--- src/rtl/branch_redirect_ctrl_if.sv ---
`default_nettype none
// ============================================================================
//  Module   : branch_redirect_ctrl_if
//  Purpose  : Bundles the EX-stage resolve inputs, the fetch redirect
//             handshake, the IF/ID flush and squash controls, the predictor
//             update strobe and the statistics outputs of
//             branch_redirect_ctrl.
//  Revision : 1.0 - initial release
// ============================================================================
interface branch_redirect_ctrl_if #(
  parameter int CNT_W = 32
);
  logic             ex_valid_i;
  logic             ex_is_cf_i;
  logic [31:0]      ex_pc_i;
  logic             ex_pred_taken_i;
  logic [31:0]      ex_pred_target_i;
  logic             br_taken_i;
  logic [31:0]      br_target_i;
  logic             redirect_valid_o;
  logic [31:0]      redirect_pc_o;
  logic             redirect_ready_i;
  logic             flush_if_o;
  logic             flush_id_o;
  logic             squash_fetch_o;
  logic             bp_upd_valid_o;
  logic [31:0]      bp_upd_pc_o;
  logic             bp_upd_taken_o;
  logic [31:0]      bp_upd_target_o;
  logic [CNT_W-1:0] stat_branches_o;
  logic [CNT_W-1:0] stat_mispredicts_o;

  // Controller side
  modport master (
    input  ex_valid_i, ex_is_cf_i, ex_pc_i, ex_pred_taken_i, ex_pred_target_i,
    input  br_taken_i, br_target_i, redirect_ready_i,
    output redirect_valid_o, redirect_pc_o, flush_if_o, flush_id_o,
    output squash_fetch_o, bp_upd_valid_o, bp_upd_pc_o, bp_upd_taken_o,
    output bp_upd_target_o, stat_branches_o, stat_mispredicts_o
  );

  // Pipeline / fetch side
  modport slave (
    output ex_valid_i, ex_is_cf_i, ex_pc_i, ex_pred_taken_i, ex_pred_target_i,
    output br_taken_i, br_target_i, redirect_ready_i,
    input  redirect_valid_o, redirect_pc_o, flush_if_o, flush_id_o,
    input  squash_fetch_o, bp_upd_valid_o, bp_upd_pc_o, bp_upd_taken_o,
    input  bp_upd_target_o, stat_branches_o, stat_mispredicts_o
  );
endinterface
`default_nettype wire

--- src/rtl/branch_redirect_ctrl.sv ---
`default_nettype none
// ============================================================================
//  Module   : branch_redirect_ctrl
//  Purpose  : Control-flow recovery around the EX-stage branch unit. Detects
//             mispredicts, issues a PC redirect to fetch with IF/ID flush,
//             squashes DRAIN_CYCLES of wrong-path fetch responses afterwards,
//             and pulses one predictor update per resolved branch/jump.
//  Options  : BF_BRANCH_STATS_EN - when defined, saturating resolve and
//             mispredict counters drive the stat outputs; otherwise they
//             are tied to zero.
//  Revision : 1.0 - initial release
// ============================================================================
module branch_redirect_ctrl #(
  parameter int DRAIN_CYCLES = 2,
  parameter int CNT_W        = 32
) (
  input  wire                   clk_i,
  input  wire                   rst_i,
  branch_redirect_ctrl_if.master bus
);

  typedef enum logic [1:0] {
    ST_IDLE     = 2'd0,
    ST_REDIRECT = 2'd1,
    ST_DRAIN    = 2'd2
  } state_t;

  // Drain counter counts down to zero, so it is preloaded with N-1.
  localparam logic [3:0] c_drain_init =
    (DRAIN_CYCLES > 0) ? 4'(DRAIN_CYCLES - 1) : 4'd0;

  state_t      r_state;
  logic [3:0]  r_drain_cnt;
  logic        r_redirect_valid;
  logic [31:0] r_redirect_pc;
  logic        r_flush;
  logic        r_squash;
  logic        r_upd_valid;
  logic [31:0] r_upd_pc;
  logic        r_upd_taken;
  logic [31:0] r_upd_target;

  logic        w_resolve;
  logic        w_mispredict;
  logic [31:0] w_correct_pc;

  // Resolve qualification, mispredict detection and correct next PC
  always_comb begin
    w_resolve    = (r_state == ST_IDLE) && bus.ex_valid_i && bus.ex_is_cf_i;
    w_mispredict = (bus.br_taken_i != bus.ex_pred_taken_i) ||
                   (bus.br_taken_i && bus.ex_pred_taken_i &&
                    (bus.br_target_i != bus.ex_pred_target_i));
    w_correct_pc = bus.br_taken_i ? bus.br_target_i : (bus.ex_pc_i + 32'd4);
  end

  // Recovery FSM with registered redirect/flush/squash and update outputs
  always_ff @(posedge clk_i) begin
    if (rst_i) begin
      r_state          <= ST_IDLE;
      r_drain_cnt      <= 4'd0;
      r_redirect_valid <= 1'b0;
      r_redirect_pc    <= 32'd0;
      r_flush          <= 1'b0;
      r_squash         <= 1'b0;
      r_upd_valid      <= 1'b0;
      r_upd_pc         <= 32'd0;
      r_upd_taken      <= 1'b0;
      r_upd_target     <= 32'd0;
    end else begin
      r_upd_valid <= w_resolve;
      if (w_resolve) begin
        r_upd_pc     <= bus.ex_pc_i;
        r_upd_taken  <= bus.br_taken_i;
        r_upd_target <= bus.br_target_i;
      end
      case (r_state)
        ST_IDLE: begin
          if (w_resolve && w_mispredict) begin
            r_state          <= ST_REDIRECT;
            r_redirect_valid <= 1'b1;
            r_redirect_pc    <= w_correct_pc;
            r_flush          <= 1'b1;
          end
        end
        ST_REDIRECT: begin
          // redirect_pc stays put until fetch takes it
          if (bus.redirect_ready_i) begin
            r_redirect_valid <= 1'b0;
            r_flush          <= 1'b0;
            if (DRAIN_CYCLES == 0) begin
              r_state <= ST_IDLE;
            end else begin
              r_state     <= ST_DRAIN;
              r_squash    <= 1'b1;
              r_drain_cnt <= c_drain_init;
            end
          end
        end
        ST_DRAIN: begin
          if (r_drain_cnt == 4'd0) begin
            r_state  <= ST_IDLE;
            r_squash <= 1'b0;
          end else begin
            r_drain_cnt <= r_drain_cnt - 4'd1;
          end
        end
        default: begin
          r_state          <= ST_IDLE;
          r_redirect_valid <= 1'b0;
          r_flush          <= 1'b0;
          r_squash         <= 1'b0;
          r_drain_cnt      <= 4'd0;
        end
      endcase
    end
  end

  assign bus.redirect_valid_o = r_redirect_valid;
  assign bus.redirect_pc_o    = r_redirect_pc;
  assign bus.flush_if_o       = r_flush;
  assign bus.flush_id_o       = r_flush;
  assign bus.squash_fetch_o   = r_squash;
  assign bus.bp_upd_valid_o   = r_upd_valid;
  assign bus.bp_upd_pc_o      = r_upd_pc;
  assign bus.bp_upd_taken_o   = r_upd_taken;
  assign bus.bp_upd_target_o  = r_upd_target;

`ifdef BF_BRANCH_STATS_EN
  logic [CNT_W-1:0] r_stat_br;
  logic [CNT_W-1:0] r_stat_mp;

  // Saturating resolve and mispredict counters
  always_ff @(posedge clk_i) begin
    if (rst_i) begin
      r_stat_br <= '0;
      r_stat_mp <= '0;
    end else begin
      if (w_resolve && (r_stat_br != {CNT_W{1'b1}})) begin
        r_stat_br <= r_stat_br + 1'b1;
      end
      if (w_resolve && w_mispredict && (r_stat_mp != {CNT_W{1'b1}})) begin
        r_stat_mp <= r_stat_mp + 1'b1;
      end
    end
  end

  assign bus.stat_branches_o    = r_stat_br;
  assign bus.stat_mispredicts_o = r_stat_mp;
`else
  assign bus.stat_branches_o    = '0;
  assign bus.stat_mispredicts_o = '0;
`endif

endmodule
`default_nettype wire

--- src/flat_wrapper.sv ---
// flat-port wrapper written by rule: the top's interface ports become plain ports
module branch_redirect_ctrl_flat 
#(
  parameter int DRAIN_CYCLES = 2,
  parameter int CNT_W        = 32
)
  (clk_i, rst_i, bus_ex_valid_i, bus_ex_is_cf_i, bus_ex_pc_i, bus_ex_pred_taken_i, bus_ex_pred_target_i, bus_br_taken_i, bus_br_target_i, bus_redirect_ready_i, bus_redirect_valid_o, bus_redirect_pc_o, bus_flush_if_o, bus_flush_id_o, bus_squash_fetch_o, bus_bp_upd_valid_o, bus_bp_upd_pc_o, bus_bp_upd_taken_o, bus_bp_upd_target_o, bus_stat_branches_o, bus_stat_mispredicts_o);
  branch_redirect_ctrl_if #(.CNT_W(CNT_W)) bus_i ();
  input  wire clk_i;
  input  wire rst_i;
  input wire logic [$bits(bus_i.ex_valid_i)-1:0] bus_ex_valid_i;
  input wire logic [$bits(bus_i.ex_is_cf_i)-1:0] bus_ex_is_cf_i;
  input wire logic [$bits(bus_i.ex_pc_i)-1:0] bus_ex_pc_i;
  input wire logic [$bits(bus_i.ex_pred_taken_i)-1:0] bus_ex_pred_taken_i;
  input wire logic [$bits(bus_i.ex_pred_target_i)-1:0] bus_ex_pred_target_i;
  input wire logic [$bits(bus_i.br_taken_i)-1:0] bus_br_taken_i;
  input wire logic [$bits(bus_i.br_target_i)-1:0] bus_br_target_i;
  input wire logic [$bits(bus_i.redirect_ready_i)-1:0] bus_redirect_ready_i;
  output wire logic [$bits(bus_i.redirect_valid_o)-1:0] bus_redirect_valid_o;
  output wire logic [$bits(bus_i.redirect_pc_o)-1:0] bus_redirect_pc_o;
  output wire logic [$bits(bus_i.flush_if_o)-1:0] bus_flush_if_o;
  output wire logic [$bits(bus_i.flush_id_o)-1:0] bus_flush_id_o;
  output wire logic [$bits(bus_i.squash_fetch_o)-1:0] bus_squash_fetch_o;
  output wire logic [$bits(bus_i.bp_upd_valid_o)-1:0] bus_bp_upd_valid_o;
  output wire logic [$bits(bus_i.bp_upd_pc_o)-1:0] bus_bp_upd_pc_o;
  output wire logic [$bits(bus_i.bp_upd_taken_o)-1:0] bus_bp_upd_taken_o;
  output wire logic [$bits(bus_i.bp_upd_target_o)-1:0] bus_bp_upd_target_o;
  output wire logic [$bits(bus_i.stat_branches_o)-1:0] bus_stat_branches_o;
  output wire logic [$bits(bus_i.stat_mispredicts_o)-1:0] bus_stat_mispredicts_o;
  assign bus_i.ex_valid_i = bus_ex_valid_i;
  assign bus_i.ex_is_cf_i = bus_ex_is_cf_i;
  assign bus_i.ex_pc_i = bus_ex_pc_i;
  assign bus_i.ex_pred_taken_i = bus_ex_pred_taken_i;
  assign bus_i.ex_pred_target_i = bus_ex_pred_target_i;
  assign bus_i.br_taken_i = bus_br_taken_i;
  assign bus_i.br_target_i = bus_br_target_i;
  assign bus_i.redirect_ready_i = bus_redirect_ready_i;
  assign bus_redirect_valid_o = bus_i.redirect_valid_o;
  assign bus_redirect_pc_o = bus_i.redirect_pc_o;
  assign bus_flush_if_o = bus_i.flush_if_o;
  assign bus_flush_id_o = bus_i.flush_id_o;
  assign bus_squash_fetch_o = bus_i.squash_fetch_o;
  assign bus_bp_upd_valid_o = bus_i.bp_upd_valid_o;
  assign bus_bp_upd_pc_o = bus_i.bp_upd_pc_o;
  assign bus_bp_upd_taken_o = bus_i.bp_upd_taken_o;
  assign bus_bp_upd_target_o = bus_i.bp_upd_target_o;
  assign bus_stat_branches_o = bus_i.stat_branches_o;
  assign bus_stat_mispredicts_o = bus_i.stat_mispredicts_o;
  branch_redirect_ctrl #(.DRAIN_CYCLES(DRAIN_CYCLES), .CNT_W(CNT_W)) u_core (.clk_i(clk_i), .rst_i(rst_i), .bus(bus_i));
endmodule
--- config.mk ---
export PLATFORM = sky130hd
export DESIGN_NAME = branch_redirect_ctrl_flat
export DESIGN_NICKNAME = d
export VERILOG_FILES = /design/src/rtl/branch_redirect_ctrl_if.sv /design/src/rtl/branch_redirect_ctrl.sv /design/src/flat_wrapper.sv
export SDC_FILE = /design/constraint.sdc
export NUM_CORES = 1
export LEC_CHECK = 0
export CORE_MARGIN = 1
export CORE_UTILIZATION = 40
export DETAILED_ROUTE_END_ITERATION = 10
export DONT_BUFFER_PORTS = 1
export PLACE_DENSITY = 0.65
export SLEW_MARGIN = 10
export SYNTH_ARGS = -nofsm -noshare
export SYNTH_HDL_FRONTEND = slang
export SYNTH_SLANG_ARGS = --single-unit
--- constraint.sdc ---
create_clock -name clk_i -period 1.9 [get_ports clk_i]
set_input_delay 0.38 -clock clk_i [delete_from_list [all_inputs] [get_ports clk_i]]
set_output_delay 0.38 -clock clk_i [all_outputs]
set_load 0.02 [all_outputs]
Yosys cells after proc, flatten, opt, wreduce, memory -nomap -nowiden
Cells that the tools add are included.
{"block": "word_totals", "reg_bits": 106, "in_bits": 103, "output_inout_bits": 166, "word_cells": 48}
{"block": "op_classes", "add_sub_neg": 2, "eq_ne": 8, "mux": 14, "n_bitwise": 2, "reduce_logical": 13}
{"operator": "adder 32 x 3 -> 32 bit, second input constant", "count": 1}
{"operator": "2-to-1 mux 32 bit", "count": 1}
{"operator": "inequality test 32 bit", "count": 1}
{"operator": "one-hot mux 4 bit (3 select lines)", "count": 1}
{"operator": "AND reduction 3 bit", "count": 4}
{"operator": "2-to-1 mux 4 bit", "count": 2}
{"operator": "2-to-1 mux 2 bit", "count": 3}
{"operator": "inequality test 2 bit, second input constant", "count": 3}
{"operator": "one-hot mux 1 bit (3 select lines)", "count": 2}
{"operator": "one-hot mux 2 bit (3 select lines)", "count": 1}
{"operator": "logical AND 1 bit", "count": 5}
{"operator": "logical NOT 4 bit", "count": 1}
{"operator": "2-to-1 mux 1 bit", "count": 4}
{"operator": "subtractor 4 x 1 -> 4 bit, second input constant", "count": 1}
{"operator": "equality test 2 x 1 -> 1 bit, second input constant", "count": 1}
{"operator": "equality test 2 bit, second input constant", "count": 1}
{"operator": "logical NOT 2 bit", "count": 1}
{"operator": "inequality test 2 x 1 -> 1 bit, second input constant", "count": 1}
{"operator": "inverter 1 bit", "count": 2}
{"operator": "AND reduction 2 bit", "count": 1}
{"operator": "logical OR 1 bit", "count": 1}
{"operator": "inequality test 1 bit", "count": 1}

Longest topological paths before layout
{"block": "logic_depth", "word_depth": 6, "depth_mapped": 8}

Worst setup path after synthesis
OpenSTA, ideal clock, no wires.
{"block": "synth_timing", "path_type": "input to register", "startpoint": "input port bus_ex_pc_i[2]", "endpoint": "register u_core.r_redirect_pc[20], in the netlist u_core.bus.redirect_pc_o[20]", "arrival_time_ps": 1672, "slack_ps": 106, "path_stages": 7, "cell_sequence": "ha_1 -> nand4_4 -> nor4_4 -> nand4_1 -> xnor2_1 -> o211ai_1 -> mux2i_1"}
{"block": "synth_via", "elab_chain_cells": 2}
{"element": "start, declared", "line": "flat_wrapper.sv:13", "source": "input wire logic [$bits(bus_i.ex_pc_i)-1:0] bus_ex_pc_i;"}
{"element": "adder 32 x 3 -> 32 bit", "line": "branch_redirect_ctrl.sv:53", "source": "w_correct_pc = bus.br_taken_i ? bus.br_target_i : (bus.ex_pc_i + 32'd4);"}
{"element": "2-to-1 mux 32 bit", "line": "branch_redirect_ctrl.sv:53"}
{"element": "end signal, assigned", "line": "branch_redirect_ctrl.sv:81", "source": "r_redirect_pc <= w_correct_pc;"}
{"element": "end, declared", "line": "branch_redirect_ctrl.sv:35", "source": "logic [31:0] r_redirect_pc;"}
Every way passes these cells.
A chain may end at the register's enable or synchronous reset.

Worst setup path after layout
{"block": "layout_timing", "startpoint": "register u_core.r_state[0]", "endpoint": "register u_core.r_state[0]"}
{"block": "layout_via", "elab_chain_cells": 6, "word_cells_on_any_way": 11, "classes_between": "eq/ne: 5; mux: 1; reduce/logical: 5"}
{"element": "start, declared", "line": "branch_redirect_ctrl.sv:32", "source": "state_t r_state;"}
{"element": "start signal, assigned", "line": "branch_redirect_ctrl.sv:59", "source": "r_state <= ST_IDLE;"}
{"element": "start signal, assigned", "line": "branch_redirect_ctrl.sv:79", "source": "r_state <= ST_REDIRECT;"}
{"element": "start signal, assigned", "line": "branch_redirect_ctrl.sv:91", "source": "r_state <= ST_IDLE;"}
{"element": "logical NOT 2 bit", "line": "branch_redirect_ctrl.sv:49, branch_redirect_ctrl.sv:76"}
{"element": "logical AND 1 bit (2 in series)", "line": "branch_redirect_ctrl.sv:49", "source": "w_resolve = (r_state == ST_IDLE) && bus.ex_valid_i && bus.ex_is_cf_i;"}
{"element": "logical AND 1 bit", "line": "branch_redirect_ctrl.sv:78", "source": "if (w_resolve && w_mispredict) begin"}
{"element": "inequality test 2 bit (no line)"}
{"element": "AND reduction 3 bit (no line)"}
Parallel ways exist; a longest one is shown, timed or not.

==> results.yml <==
clock_network:
  numCtsBuffers: 9
  clock_sinks: 106
  cts_setup_buffers: 0
  post_cts_resized: 0
  cts_tree: "built"
  cts_buffer_depth: 2
  ctsRootBufferMaster: "clkbuf_16"
  htree_levels: 3
  cts-hold-fix-buffers: 0
  clk_pin_slew_worst_paths_ns: 0.07
  clkLatencyLatePin_ns: 0.35
floorplan:
  placementRows: 43
  fp.dieArea_sq_um: 14800
  io_pins: 269
  die_h_um: 122
  core-area_sq_um: 13900
  die_w_um: 122
  initial_core_util_pct: 41.2
power_and_ir_drop:
  combPwrFrac_pct: 13.5
  power.internal_uw: 3490
  p_per_area_nw_per_um2: 835
  p_sw_share_pct: 30.6
  total_power_uw: 5030
  p_leak_uw: 0.00236
  power.switching_uw: 1540
  clkPwrFrac_pct: 35.4
  ir_drop_uv: 382
  pwr-share-seq_pct: 51.0
routing:
  firstDrtPassIters: 4
  vias: 4698
  initialDrtViolationCount: 345
  ant_nets: 0
  vias_per_cell: 5.15
  drt_wl_total_um: 16900
  drc: 0
  wl_per_cell_um: 18.5
sta:
  relSlewSlack_pct: 58.7
  rsz0062_at_grt: "no"
  finalWorstSetupSlack_ns: 0.144
  period_share_pct: 92.4
  timing_hold_violations_final: 0
  max_freq_ghz: 0.569
  finalClockSkew_ns: 0.00666
  tightest_slew_ns: 0.619
  final_max_slew_viol_count: 0
  setup_viol: 0
  min_period_ns: 1.76
global_route:
  antenna_found_initial: 0
  grt_pass1_wl_um: 24300
  grt_max_degree: 88
  track_usage_pct: 22.3
  grt_overflow_total: 0
  grt_pass1_vias: 4204
place:
  port_buffers: 0
  pre_cts_slack_ns: -0.221
  place.gp.congestion: 0.819
  dpl.hpwl_um: 12800
finish:
  layout_common_cells: "nand2_1, dfxtp_1, a21oi_1, conb_1, xnor2_1"
  diodes: 0
  drive_gt1_share_pct: 6.68
  nNetsFinal: 838
  layout_commonest_cell: "nand2_1"
  syn2layout_area_growth_pct: 4.77
worst_setup_path:
  cp-start-kind: "flop"
  cp-end-kind: "flop"
  path_cells: "inv_1, ha_1, and3_2, o21ai_4, buf_4, o32ai_1"
  crit_path_top_delay_cell: "dfxtp_1"
  path_class: "flop to flop"
  critPathMaxFanout: 7
  cp.arrival_ns: 2.01
  cpPeakStageDelay_ns: 0.35
  required_ns: 2.16
outcome:
  status: "complete, no violations"
synthesis:
  synth_seq_area_share_pct: 36.9
  netlist_instances: 738
  yosysWarnings: 0
  syn_avg_cell_area_sq_um: 7.79
  ys_types: 40
  mappedNetlistArea_sq_um: 5750
  ys_ff_latch: 106
flow_run:
  max-cap-violations: 0
hold_path:
  hold_path_class: "input pin to flop"
==> power groups by stage <==
stage | clock network [uW] | registers [uW] | logic (uW)
after detailed placement | 0 | 2620 | 681
after global placement | 0 | 2620 | 673
after CTS | 1830 | 2570 | 683
after global routing | 1920 | 2580 | 753
final | 1780 | 2570 | 680
after floorplan | 0 | 2580 | 689
==> through the flow <==
stage	area (sq um)	hold slack, ns	cells	setup TNS (ns)	utilization, %
3_5_place_dp	5750	0.460	898	-6.29	41.3
3_3_place_gp	5750	0.457	898	-4.72	41.3
4_1_cts	6020	0.0763	913	0	43.2
6_report	6020	0.0940	913	0	43.2
2_1_floorplan	5980	0.455	801	0	-
5_1_grt	6020	0.0788	913	0	43.2
==> layout make-up <==
cell class | instances | area (sq um)
Inverter | 18 | 67.6
Clock buffer | 10 | 229
Timing Repair Buffer | 22 | 203
Sequential cell | 106 | 2120
Fill cell | 1457 | 7910
Clock inverter | 5 | 40.0
Tap cell | 180 | 225
Multi-Input combinational cell | 572 | 3130
==> critical path: cells and delay by family (launching register included) <==
| kind | cells | cell delay [ns] |
|---|---|---|
| flops | 1 | 0.35 |
| buf+inv | 2 | 0.28 |
| compound gates | 2 | 0.41 |
| simple gates | 1 | 0.34 |
| fa+ha+maj | 1 | 0.27 |
==> path summary, 6_finish.rpt <==
check | endpoint | slack [ns] | from | depth (start not counted)
worst max-delay path | u_core.r_state[0]$_SDFFE_PP0P_ | 0.14 | u_core.r_state[0]$_SDFFE_PP0P_ | 6
worst min-delay path | u_core.r_drain_cnt[2]$_SDFFE_PP0P_ | 0.09 | rst_i | 1
worst max register to register | u_core.r_state[0]$_SDFFE_PP0P_ | 0.14 | u_core.r_state[0]$_SDFFE_PP0P_ | 6
worst min register to register | u_core.r_state[1]$_SDFFE_PP0P_ | 0.50 | u_core.r_state[1]$_SDFFE_PP0P_ | 2
==> state kept, by name, summed over array words and instances (netlist names) <==
name                         count
u_core.bus.bp_upd_target_o      32
u_core.bus.bp_upd_valid_o        1
u_core.bus.redirect_valid_o      1
u_core.bus.redirect_pc_o        32
u_core.r_drain_cnt               4
u_core.bus.bp_upd_pc_o          32
u_core.bus.squash_fetch_o        1
u_core.bus.bp_upd_taken_o        1
u_core.r_state                   2
==> cell families after synthesis <==
group           Yosys count  synth area share [%]
fa+ha+maj                 6                  1.31
other cells               1                0.0653
simple gates            286                  22.1
buf+inv                 123                  12.8
compound gates          119                  11.1
mux                      37                  6.55
flops                   106                  36.9
xor+xnor                 60                  9.14
==> cell usage after synthesis, drive strengths merged <==
library cell / count / area [sq um]
o21ai: 25 / 136
conb: 1 / 3.75
ha: 6 / 75.1
dfxtp: 106 / 2120
nand2: 201 / 754
a21oi: 82 / 410
a32oi: 1 / 8.76
nand4: 19 / 140
xor2: 4 / 35.0
and4: 2 / 17.5
or4: 1 / 11.3
o211ai: 8 / 60.1
nand2b: 9 / 56.3
nand3b: 1 / 7.51
inv: 18 / 67.6
a21boi: 1 / 7.51
xnor2: 56 / 490
nor2b: 3 / 18.8
mux2i: 32 / 320
nor2: 17 / 63.8
o21bai: 1 / 7.51
nand3: 12 / 60.1
clkbuf: 30 / 113
nor3: 9 / 45.0
nor4: 7 / 58.8
nor3b: 3 / 22.5
buf: 75 / 553
and3: 1 / 6.26
mux2: 5 / 56.3
nor4b: 1 / 8.76
o32ai: 1 / 8.76
==> routing by layer <==
| layer | global-route usage [%] | vias up | routed length [um] |
|---|---|---|---|
| met1 | 28.6 | 2170 | 7250 |
| met3 | 6.32 | 19 | 1530 |
| met5 | 0 | - | 0 |
| met2 | 35.5 | 223 | 7820 |
| met4 | 8.33 | 0 | 323 |
| li1 | - | 2286 | - |
Note: power is estimated with default switching activity, not from simulation.
